File: config.mk
export PLATFORM = sky130hd
export DESIGN_NAME = skin_bbox_tracker
export DESIGN_NICKNAME = d
export VERILOG_FILES = /design/src/rtl/skin_bbox_tracker_pkg.sv /design/src/rtl/skin_bbox_tracker_classifier.sv /design/src/rtl/skin_bbox_tracker.sv
export SDC_FILE = /design/constraint.sdc
export NUM_CORES = 1
export LEC_CHECK = 0
export ABC_CLOCK_PERIOD_IN_PS = 2700
export CAP_MARGIN = 20
export CORE_MARGIN = 3
export CORE_UTILIZATION = 53
export DETAILED_ROUTE_END_ITERATION = 8
export GPL_ROUTABILITY_DRIVEN = 0
export PLACE_DENSITY_LB_ADDON = 0.12
export SKIP_LAST_GASP = 1
export SYNTH_ARGS = -nofsm -noshare
export SYNTH_HDL_FRONTEND = slang
export SYNTH_SLANG_ARGS = --single-unit
File: constraint.sdc
create_clock -name CLK25 -period 2.7 [get_ports CLK25]
set_input_delay 0.27 -clock CLK25 [delete_from_list [all_inputs] [get_ports CLK25]]
set_output_delay 0.27 -clock CLK25 [all_outputs]
set_load 0.05 [all_outputs]
File: src/rtl/skin_bbox_tracker_pkg.sv
`default_nettype none
// ============================================================================
// Module      : skin_bbox_tracker_pkg
// Description : Shared constants and types for the skin bounding-box tracker:
//               VGA resolution, coordinate widths, default skin thresholds,
//               the packed 12-bit RGB layout and coordinate averaging helpers.
// Revision    : 1.0 - initial release
// ============================================================================
package skin_bbox_tracker_pkg;

  // Visible resolution of the 25 MHz VGA timing and matching counter widths
  localparam int unsigned H_RES = 640;
  localparam int unsigned V_RES = 480;
  localparam int unsigned X_W   = 10;
  localparam int unsigned Y_W   = 9;

  // Qualified-pixel counter and run-length counter widths
  localparam int unsigned CNT_W = 17;
  localparam int unsigned RUN_W = 4;

  // Default skin thresholds and run / count filters
  localparam int unsigned DEF_MIN_RUN   = 4;
  localparam int unsigned DEF_MIN_COUNT = 256;
  localparam int unsigned DEF_R_MIN     = 6;
  localparam int unsigned DEF_RG_DIFF   = 2;

  // Packed pixel layout {R[11:8], G[7:4], B[3:0]}, shared with RGB / RGB2BW
  localparam int unsigned RGB_W = 12;
  typedef struct packed {
    logic [3:0] r;
    logic [3:0] g;
    logic [3:0] b;
  } rgb444_t;

  // Average of two x coordinates, sum taken one bit wider then halved
  function automatic logic [X_W-1:0] avg_x(input logic [X_W-1:0] a,
                                           input logic [X_W-1:0] b);
    logic [X_W:0] s;
    s = {1'b0, a} + {1'b0, b};
    return s[X_W:1];
  endfunction

  // Average of two y coordinates, sum taken one bit wider then halved
  function automatic logic [Y_W-1:0] avg_y(input logic [Y_W-1:0] a,
                                           input logic [Y_W-1:0] b);
    logic [Y_W:0] s;
    s = {1'b0, a} + {1'b0, b};
    return s[Y_W:1];
  endfunction

endpackage
`default_nettype wire

File: src/rtl/skin_bbox_tracker_classifier.sv
`default_nettype none
// ============================================================================
// Module      : skin_classifier
// Description : Combinational skin test on a 12-bit RGB pixel:
//               R >= R_MIN, R > G, R > B and (R - G) >= RG_DIFF, with the
//               difference evaluated as a 5-bit signed value.
// Revision    : 1.0 - initial release
// ============================================================================
module skin_classifier
  import skin_bbox_tracker_pkg::*;
#(
  parameter int unsigned R_MIN   = DEF_R_MIN,
  parameter int unsigned RG_DIFF = DEF_RG_DIFF
) (
  input  logic [RGB_W-1:0] rgb,
  output logic             skin
);

  localparam logic [3:0]        R_MIN_V   = 4'(R_MIN);
  localparam logic signed [4:0] RG_DIFF_V = 5'(RG_DIFF);

  rgb444_t           px;
  logic signed [4:0] rg_diff;

  // Unpack the pixel and apply the four skin conditions
  always_comb begin
    px      = rgb;
    rg_diff = $signed({1'b0, px.r}) - $signed({1'b0, px.g});
    skin    = (px.r >= R_MIN_V) && (px.r > px.g) && (px.r > px.b) &&
              (rg_diff >= RG_DIFF_V);
  end

endmodule
`default_nettype wire

File: src/rtl/skin_bbox_tracker.sv
`default_nettype none
// ============================================================================
// Module      : skin_bbox_tracker
// Description : Classifies the pixel stream as skin / non-skin, run-length
//               filters each line, accumulates a per-frame bounding box of
//               qualified pixels, latches it at the vsync falling edge and
//               drives a registered box-outline overlay flag.
//               Optional macro SKIN_BBOX_SMOOTH_EN: consecutive valid boxes
//               are averaged ((old + new) >> 1) instead of loaded directly.
// Revision    : 1.0 - initial release
// ============================================================================
module skin_bbox_tracker #(
  parameter int unsigned H_RES     = skin_bbox_tracker_pkg::H_RES,
  parameter int unsigned V_RES     = skin_bbox_tracker_pkg::V_RES,
  parameter int unsigned MIN_RUN   = skin_bbox_tracker_pkg::DEF_MIN_RUN,
  parameter int unsigned MIN_COUNT = skin_bbox_tracker_pkg::DEF_MIN_COUNT,
  parameter int unsigned R_MIN     = skin_bbox_tracker_pkg::DEF_R_MIN,
  parameter int unsigned RG_DIFF   = skin_bbox_tracker_pkg::DEF_RG_DIFF
) (
  input  logic        CLK25,
  input  logic        rst,
  input  logic [11:0] rgb,
  input  logic        active,
  input  logic        vsync,
  output logic [9:0]  box_x0,
  output logic [9:0]  box_x1,
  output logic [8:0]  box_y0,
  output logic [8:0]  box_y1,
  output logic        box_valid,
  output logic        frame_done,
  output logic        box_edge
);

  localparam int unsigned X_W   = skin_bbox_tracker_pkg::X_W;
  localparam int unsigned Y_W   = skin_bbox_tracker_pkg::Y_W;
  localparam int unsigned CNT_W = skin_bbox_tracker_pkg::CNT_W;
  localparam int unsigned RUN_W = skin_bbox_tracker_pkg::RUN_W;

  localparam logic [X_W-1:0]   X_MAX     = X_W'(H_RES - 1);
  localparam logic [Y_W-1:0]   Y_MAX     = Y_W'(V_RES - 1);
  localparam logic [X_W-1:0]   RUN_BACK  = X_W'(MIN_RUN - 1);
  localparam logic [RUN_W:0]   RUN_NEED  = (RUN_W + 1)'(MIN_RUN);
  localparam logic [RUN_W-1:0] RUN_MAX   = '1;
  localparam logic [CNT_W-1:0] CNT_MAX   = '1;
  localparam logic [CNT_W-1:0] CNT_NEED  = CNT_W'(MIN_COUNT);

  // Pixel position, run filter and edge detectors
  logic [X_W-1:0]   x_q, x_d;
  logic [Y_W-1:0]   y_q, y_d;
  logic [RUN_W-1:0] run_q, run_d;
  logic             active_dly_q, active_dly_d;
  logic             vsync_dly_q, vsync_dly_d;

  // Per-frame accumulators
  logic [X_W-1:0]   min_x_q, min_x_d, max_x_q, max_x_d;
  logic [Y_W-1:0]   min_y_q, min_y_d, max_y_q, max_y_d;
  logic [CNT_W-1:0] count_q, count_d;

  // Latched box and registered outputs
  logic [X_W-1:0]   box_x0_q, box_x0_d, box_x1_q, box_x1_d;
  logic [Y_W-1:0]   box_y0_q, box_y0_d, box_y1_q, box_y1_d;
  logic             box_valid_q, box_valid_d;
  logic             frame_done_q, frame_done_d;
  logic             box_edge_q, box_edge_d;

  // Combinational helpers
  logic             skin;
  logic             frame_end;
  logic             qualify;
  logic [X_W-1:0]   run_start;
  logic             x_on, y_on, x_in, y_in;

  skin_classifier #(
    .R_MIN   (R_MIN),
    .RG_DIFF (RG_DIFF)
  ) u_skin_classifier (
    .rgb  (rgb),
    .skin (skin)
  );

  // Next-state logic for counters, accumulators, box latch and overlay flag
  always_comb begin
    frame_end = vsync_dly_q & ~vsync;
    qualify   = active & skin & (({1'b0, run_q} + 5'd1) >= RUN_NEED);
    run_start = x_q - RUN_BACK;

    active_dly_d = active;
    vsync_dly_d  = vsync;

    // x follows the position inside the active run, clamped at the last column
    if (!active)           x_d = '0;
    else if (x_q == X_MAX) x_d = x_q;
    else                   x_d = x_q + X_W'(1);

    // y advances once per line, on the trailing edge of active
    y_d = y_q;
    if (active_dly_q && !active && (y_q != Y_MAX)) y_d = y_q + Y_W'(1);

    // Skin run length, limited to one line by the active gating
    if (active && skin) run_d = (run_q == RUN_MAX) ? run_q : run_q + RUN_W'(1);
    else                run_d = '0;

    min_x_d = min_x_q;
    max_x_d = max_x_q;
    min_y_d = min_y_q;
    max_y_d = max_y_q;
    count_d = count_q;

    // Grow the box with each qualified pixel; x0 tracks where the run began
    if (qualify) begin
      if (count_q != CNT_MAX) count_d = count_q + CNT_W'(1);
      if (run_start < min_x_q) min_x_d = run_start;
      if (x_q > max_x_q)       max_x_d = x_q;
      if (y_q < min_y_q)       min_y_d = y_q;
      if (y_q > max_y_q)       max_y_d = y_q;
    end

    box_x0_d     = box_x0_q;
    box_x1_d     = box_x1_q;
    box_y0_d     = box_y0_q;
    box_y1_d     = box_y1_q;
    box_valid_d  = box_valid_q;
    frame_done_d = frame_end;

    // Frame close wins over any same-cycle qualification
    if (frame_end) begin
      if (count_q >= CNT_NEED) begin
        box_valid_d = 1'b1;
`ifdef SKIN_BBOX_SMOOTH_EN
        if (box_valid_q) begin
          box_x0_d = skin_bbox_tracker_pkg::avg_x(box_x0_q, min_x_q);
          box_x1_d = skin_bbox_tracker_pkg::avg_x(box_x1_q, max_x_q);
          box_y0_d = skin_bbox_tracker_pkg::avg_y(box_y0_q, min_y_q);
          box_y1_d = skin_bbox_tracker_pkg::avg_y(box_y1_q, max_y_q);
        end else begin
          box_x0_d = min_x_q;
          box_x1_d = max_x_q;
          box_y0_d = min_y_q;
          box_y1_d = max_y_q;
        end
`else
        box_x0_d = min_x_q;
        box_x1_d = max_x_q;
        box_y0_d = min_y_q;
        box_y1_d = max_y_q;
`endif
      end else begin
        box_valid_d = 1'b0;
      end
      min_x_d = X_MAX;
      max_x_d = '0;
      min_y_d = Y_MAX;
      max_y_d = '0;
      count_d = '0;
      y_d     = '0;
      run_d   = '0;
    end

    // Outline test against the box currently on display
    x_on       = (x_q == box_x0_q) || (x_q == box_x1_q);
    y_on       = (y_q == box_y0_q) || (y_q == box_y1_q);
    x_in       = (x_q >= box_x0_q) && (x_q <= box_x1_q);
    y_in       = (y_q >= box_y0_q) && (y_q <= box_y1_q);
    box_edge_d = box_valid_q & active & ((x_on & y_in) | (y_on & x_in));
  end

  // State registers with synchronous reset
  always_ff @(posedge CLK25) begin
    if (rst) begin
      x_q          <= '0;
      y_q          <= '0;
      run_q        <= '0;
      active_dly_q <= 1'b0;
      vsync_dly_q  <= 1'b1;
      min_x_q      <= X_MAX;
      max_x_q      <= '0;
      min_y_q      <= Y_MAX;
      max_y_q      <= '0;
      count_q      <= '0;
      box_x0_q     <= '0;
      box_x1_q     <= '0;
      box_y0_q     <= '0;
      box_y1_q     <= '0;
      box_valid_q  <= 1'b0;
      frame_done_q <= 1'b0;
      box_edge_q   <= 1'b0;
    end else begin
      x_q          <= x_d;
      y_q          <= y_d;
      run_q        <= run_d;
      active_dly_q <= active_dly_d;
      vsync_dly_q  <= vsync_dly_d;
      min_x_q      <= min_x_d;
      max_x_q      <= max_x_d;
      min_y_q      <= min_y_d;
      max_y_q      <= max_y_d;
      count_q      <= count_d;
      box_x0_q     <= box_x0_d;
      box_x1_q     <= box_x1_d;
      box_y0_q     <= box_y0_d;
      box_y1_q     <= box_y1_d;
      box_valid_q  <= box_valid_d;
      frame_done_q <= frame_done_d;
      box_edge_q   <= box_edge_d;
    end
  end

  assign box_x0     = box_x0_q;
  assign box_x1     = box_x1_q;
  assign box_y0     = box_y0_q;
  assign box_y1     = box_y1_q;
  assign box_valid  = box_valid_q;
  assign frame_done = frame_done_q;
  assign box_edge   = box_edge_q;

endmodule
`default_nettype wire

==> impl_metrics.toml <==
[yosys]
synthFlopType = "dfxtp_1"
synthCells = 896
synth_edf_count = 0
synth_area_leaders = "dfxtp_1 (34%), ha_1 (16%), a21oi_1 (7.6%), nand2_1 (5.8%), inv_1 (5.0%)"
yosysUniqueCellTypes = 62
netlist_area_mm2 = 0.00711
ys_warn_count = 0
synthArstFlopShare_pct = 0
synth_seq_cells = 121
syn_nets = 1002
yosysTopAreaCell = "dfxtp_1"
synth.avg_cell_area_um2 = 7.93
yosysTopAreaCellShare_pct = 34.1
seq_area_frac_synth_pct = 34.1

[power]
p_leak_uw = 0.00345
ir_drop_v = 0.000374
power_density_mw_per_mm2 = 507
power_uw = 4430

[routing]
drtAntennaViolNets = 0
vias_per_cell = 5.69
drtPass1Iterations = 5
wl_um = 18200
vias = 6577
drtIter0Drc = 495
avgRoutedWirePerCell_um = 15.8
route.detailed.drc = 0

[cts]
post-cts-setup-buffer-count = 0
path_clk_slew_ns = 0.05
root_buffer = "clkbuf_16"
cts_buffers = 17
clockBufferDepth = 2
htree_levels = 4
clock_latency_ns = 0.42
postCtsHoldBufs = 0
clkSinkCount = 121
cts_tree = "done"

[placement]
numPlacedInstances = 1124
portBuffers = 56
dp_hpwl_um = 13200
postPlaceCellArea_mm2 = 0.00805

[timing]
max_freq_ghz = 0.384
final.setup_skew_ns = 0.00566
period_minus_slack_ns = 2.61
hold_slack_ns = 0.438
hold_viol = 0
fin_crit_sh_pct = 96.5
tns_ns = 0
max_slew_margin_pct = 63.2
maxSlewViolCount = 0
tightestPinTransition_ns = 0.550
setup_viol = 0
rsz0062_at_grt = "yes"

[floorplan]
die_h_um = 122
core-area_mm2 = 0.0129
num_rows = 41
start_util_pct = 55.2
ios = 57
die_w_um = 122
die_area_mm2 = 0.0148

[cells_and_area]
layout_commonest_cell = "dfxtp_1"
nets = 1077
fillers = 1060
design_area_mm2 = 0.00873
diodes = 0
drive_gt1_share_pct = 9.55
ff_latch_area_mm2 = 0.00242
syn_to_final_growth_pct = 22.8
final_cell_mix = "dfxtp_1 (119), nand2_1 (110), a21oi_1 (107)"
multiInputGateArea_mm2 = 0.00421
fin_cells = 1156

[setup_path]
path_buf_inv = 1
timing.rr.start = "x_q[5]$_SDFFE_PP0P_"
r2r_end = "min_x_q[7]$_SDFFE_PP0P_"
crit_path_frequent_cell = "o21a_1"
crit_path_end_kind = "flop"
worstRegToRegCells = 10
arrival_ns = 2.95
slowest_delay_ns = 0.56
cp-start-kind = "flop"
rrSetupSlack_ns = 0.09
required_ns = 3.04
crit_chain = "or4_4, nor2_2, xor2_1, ha_2, o21a_1, o211ai_1, o21a_1, buf_4, a21oi_1, nor3_1"
cp_slowest_cell = "or4_4"
critPathKind = "reg -> reg"
cp_max_fo = 5
critPathTopFamily = "simple AND/OR/NAND/NOR gates"

[worst_hold_path]
min_to = "vsync_dly_q$_SDFF_PP1_"
hold_path_class = "in -> reg"
hp-start = "vsync"
min_path_cells = 2

[grt]
grt_pass1_wl_um = 30100
grt_max_degree = 47
grt_pass1_vias = 6402
grtUsageTotal_pct = 25.4
grt.overflow.total = 0
antenna_found_initial = 0

[flow_run]
cap_viol_max_count = 0

[outcome]
status = "finished, final reports clean"
## kinds of logic after synthesis
group	after synthesis	share of synthesized area [%]
compound gates	230	19.0
flops	121	34.1
xor+xnor	26	3.20
fa+ha+maj	90	16.0
simple gates	292	19.9
buf+inv	135	7.55
mux	2	0.282
## power by group
part / total [µW] / switching, µW / internal, µW
Sequential: 1790 / 3.05 / 1790
Clock: 2430 / 792 / 1640
Combinational: 207 / 124 / 82.4
Total: 4430 / 919 / 3510
## cell type report
type	count	area share, %
Clock buffer	24	5.63
Tap cell	172	2.47
Multi-Input combinational cell	640	48.2
Inverter	94	4.04
Clock inverter	8	1.61
Sequential cell	121	27.8
Timing Repair Buffer	97	10.2
## registers in the layout (all words and copies together) (netlist names), 10 cells and up
signal   count
count_q     17
box_x1      10
min_x_q     10
max_x_q     10
box_x0      10
x_q         10
## repair_timing
action,in CTS,in global routing
gates resized for setup,2,11
pin swaps,0,2
setup endpoints to repair,10,11
## cells in the mapped netlist (8+ instances only)
| cell | n |
|---|---|
| o21a_1 | 8 |
| nand2_1 | 110 |
| dfxtp_1 | 121 |
| a21oi_1 | 108 |
| nand4_1 | 15 |
| o21ai_0 | 51 |
| nor2_1 | 40 |
| nor2b_1 | 8 |
| buf_2 | 11 |
| o211ai_1 | 12 |
| a21o_1 | 9 |
| inv_1 | 94 |
| nor3_1 | 21 |
| nand3_1 | 53 |
| ha_1 | 89 |
| clkbuf_1 | 26 |
| xnor2_1 | 11 |
| xor2_1 | 15 |
## routing by layer
| layer | up-vias | part of all wire, % | global-route usage (%) |
|---|---|---|---|
| li1 | 3273 | - | - |
| met1 | 3087 | 44 | 31.2 |
| met2 | 179 | 49 | 43.6 |
| met3 | 38 | 5.2 | 5.25 |
| met4 | 0 | 2.6 | 10.3 |
| met5 | - | 0 | 0 |
## how the worst max path moves through the flow
stage	start	end	slack, ns	cells past startpoint
after floorplan	x_q[2]$_SDFFE_PP0P_	min_x_q[1]$_SDFFE_PP1P_	0.10	11
after global placement	rgb[8]	count_q[7]$_SDFFE_PP0P_	-0.03	11
after detailed placement	rgb[9]	count_q[9]$_SDFFE_PP0P_	-0.17	8
after CTS	x_q[2]$_SDFFE_PP0P_	min_x_q[8]$_SDFFE_PP0P_	0.03	11
after global routing	x_q[1]$_SDFFE_PP0P_	min_x_q[8]$_SDFFE_PP0P_	-0.01	11
final	x_q[5]$_SDFFE_PP0P_	min_x_q[7]$_SDFFE_PP0P_	0.09	10
## per-stage QoR
stage,util [%],setup WS [ns]
6_report,67.8,0.0940
5_1_grt,67.8,-0.0131
4_1_cts,67.5,0.0332
3_5_place_dp,62.5,-0.169
3_3_place_gp,62.5,-0.0293
2_1_floorplan,-,0.103
Note: power is estimated with default switching activity, not from simulation.
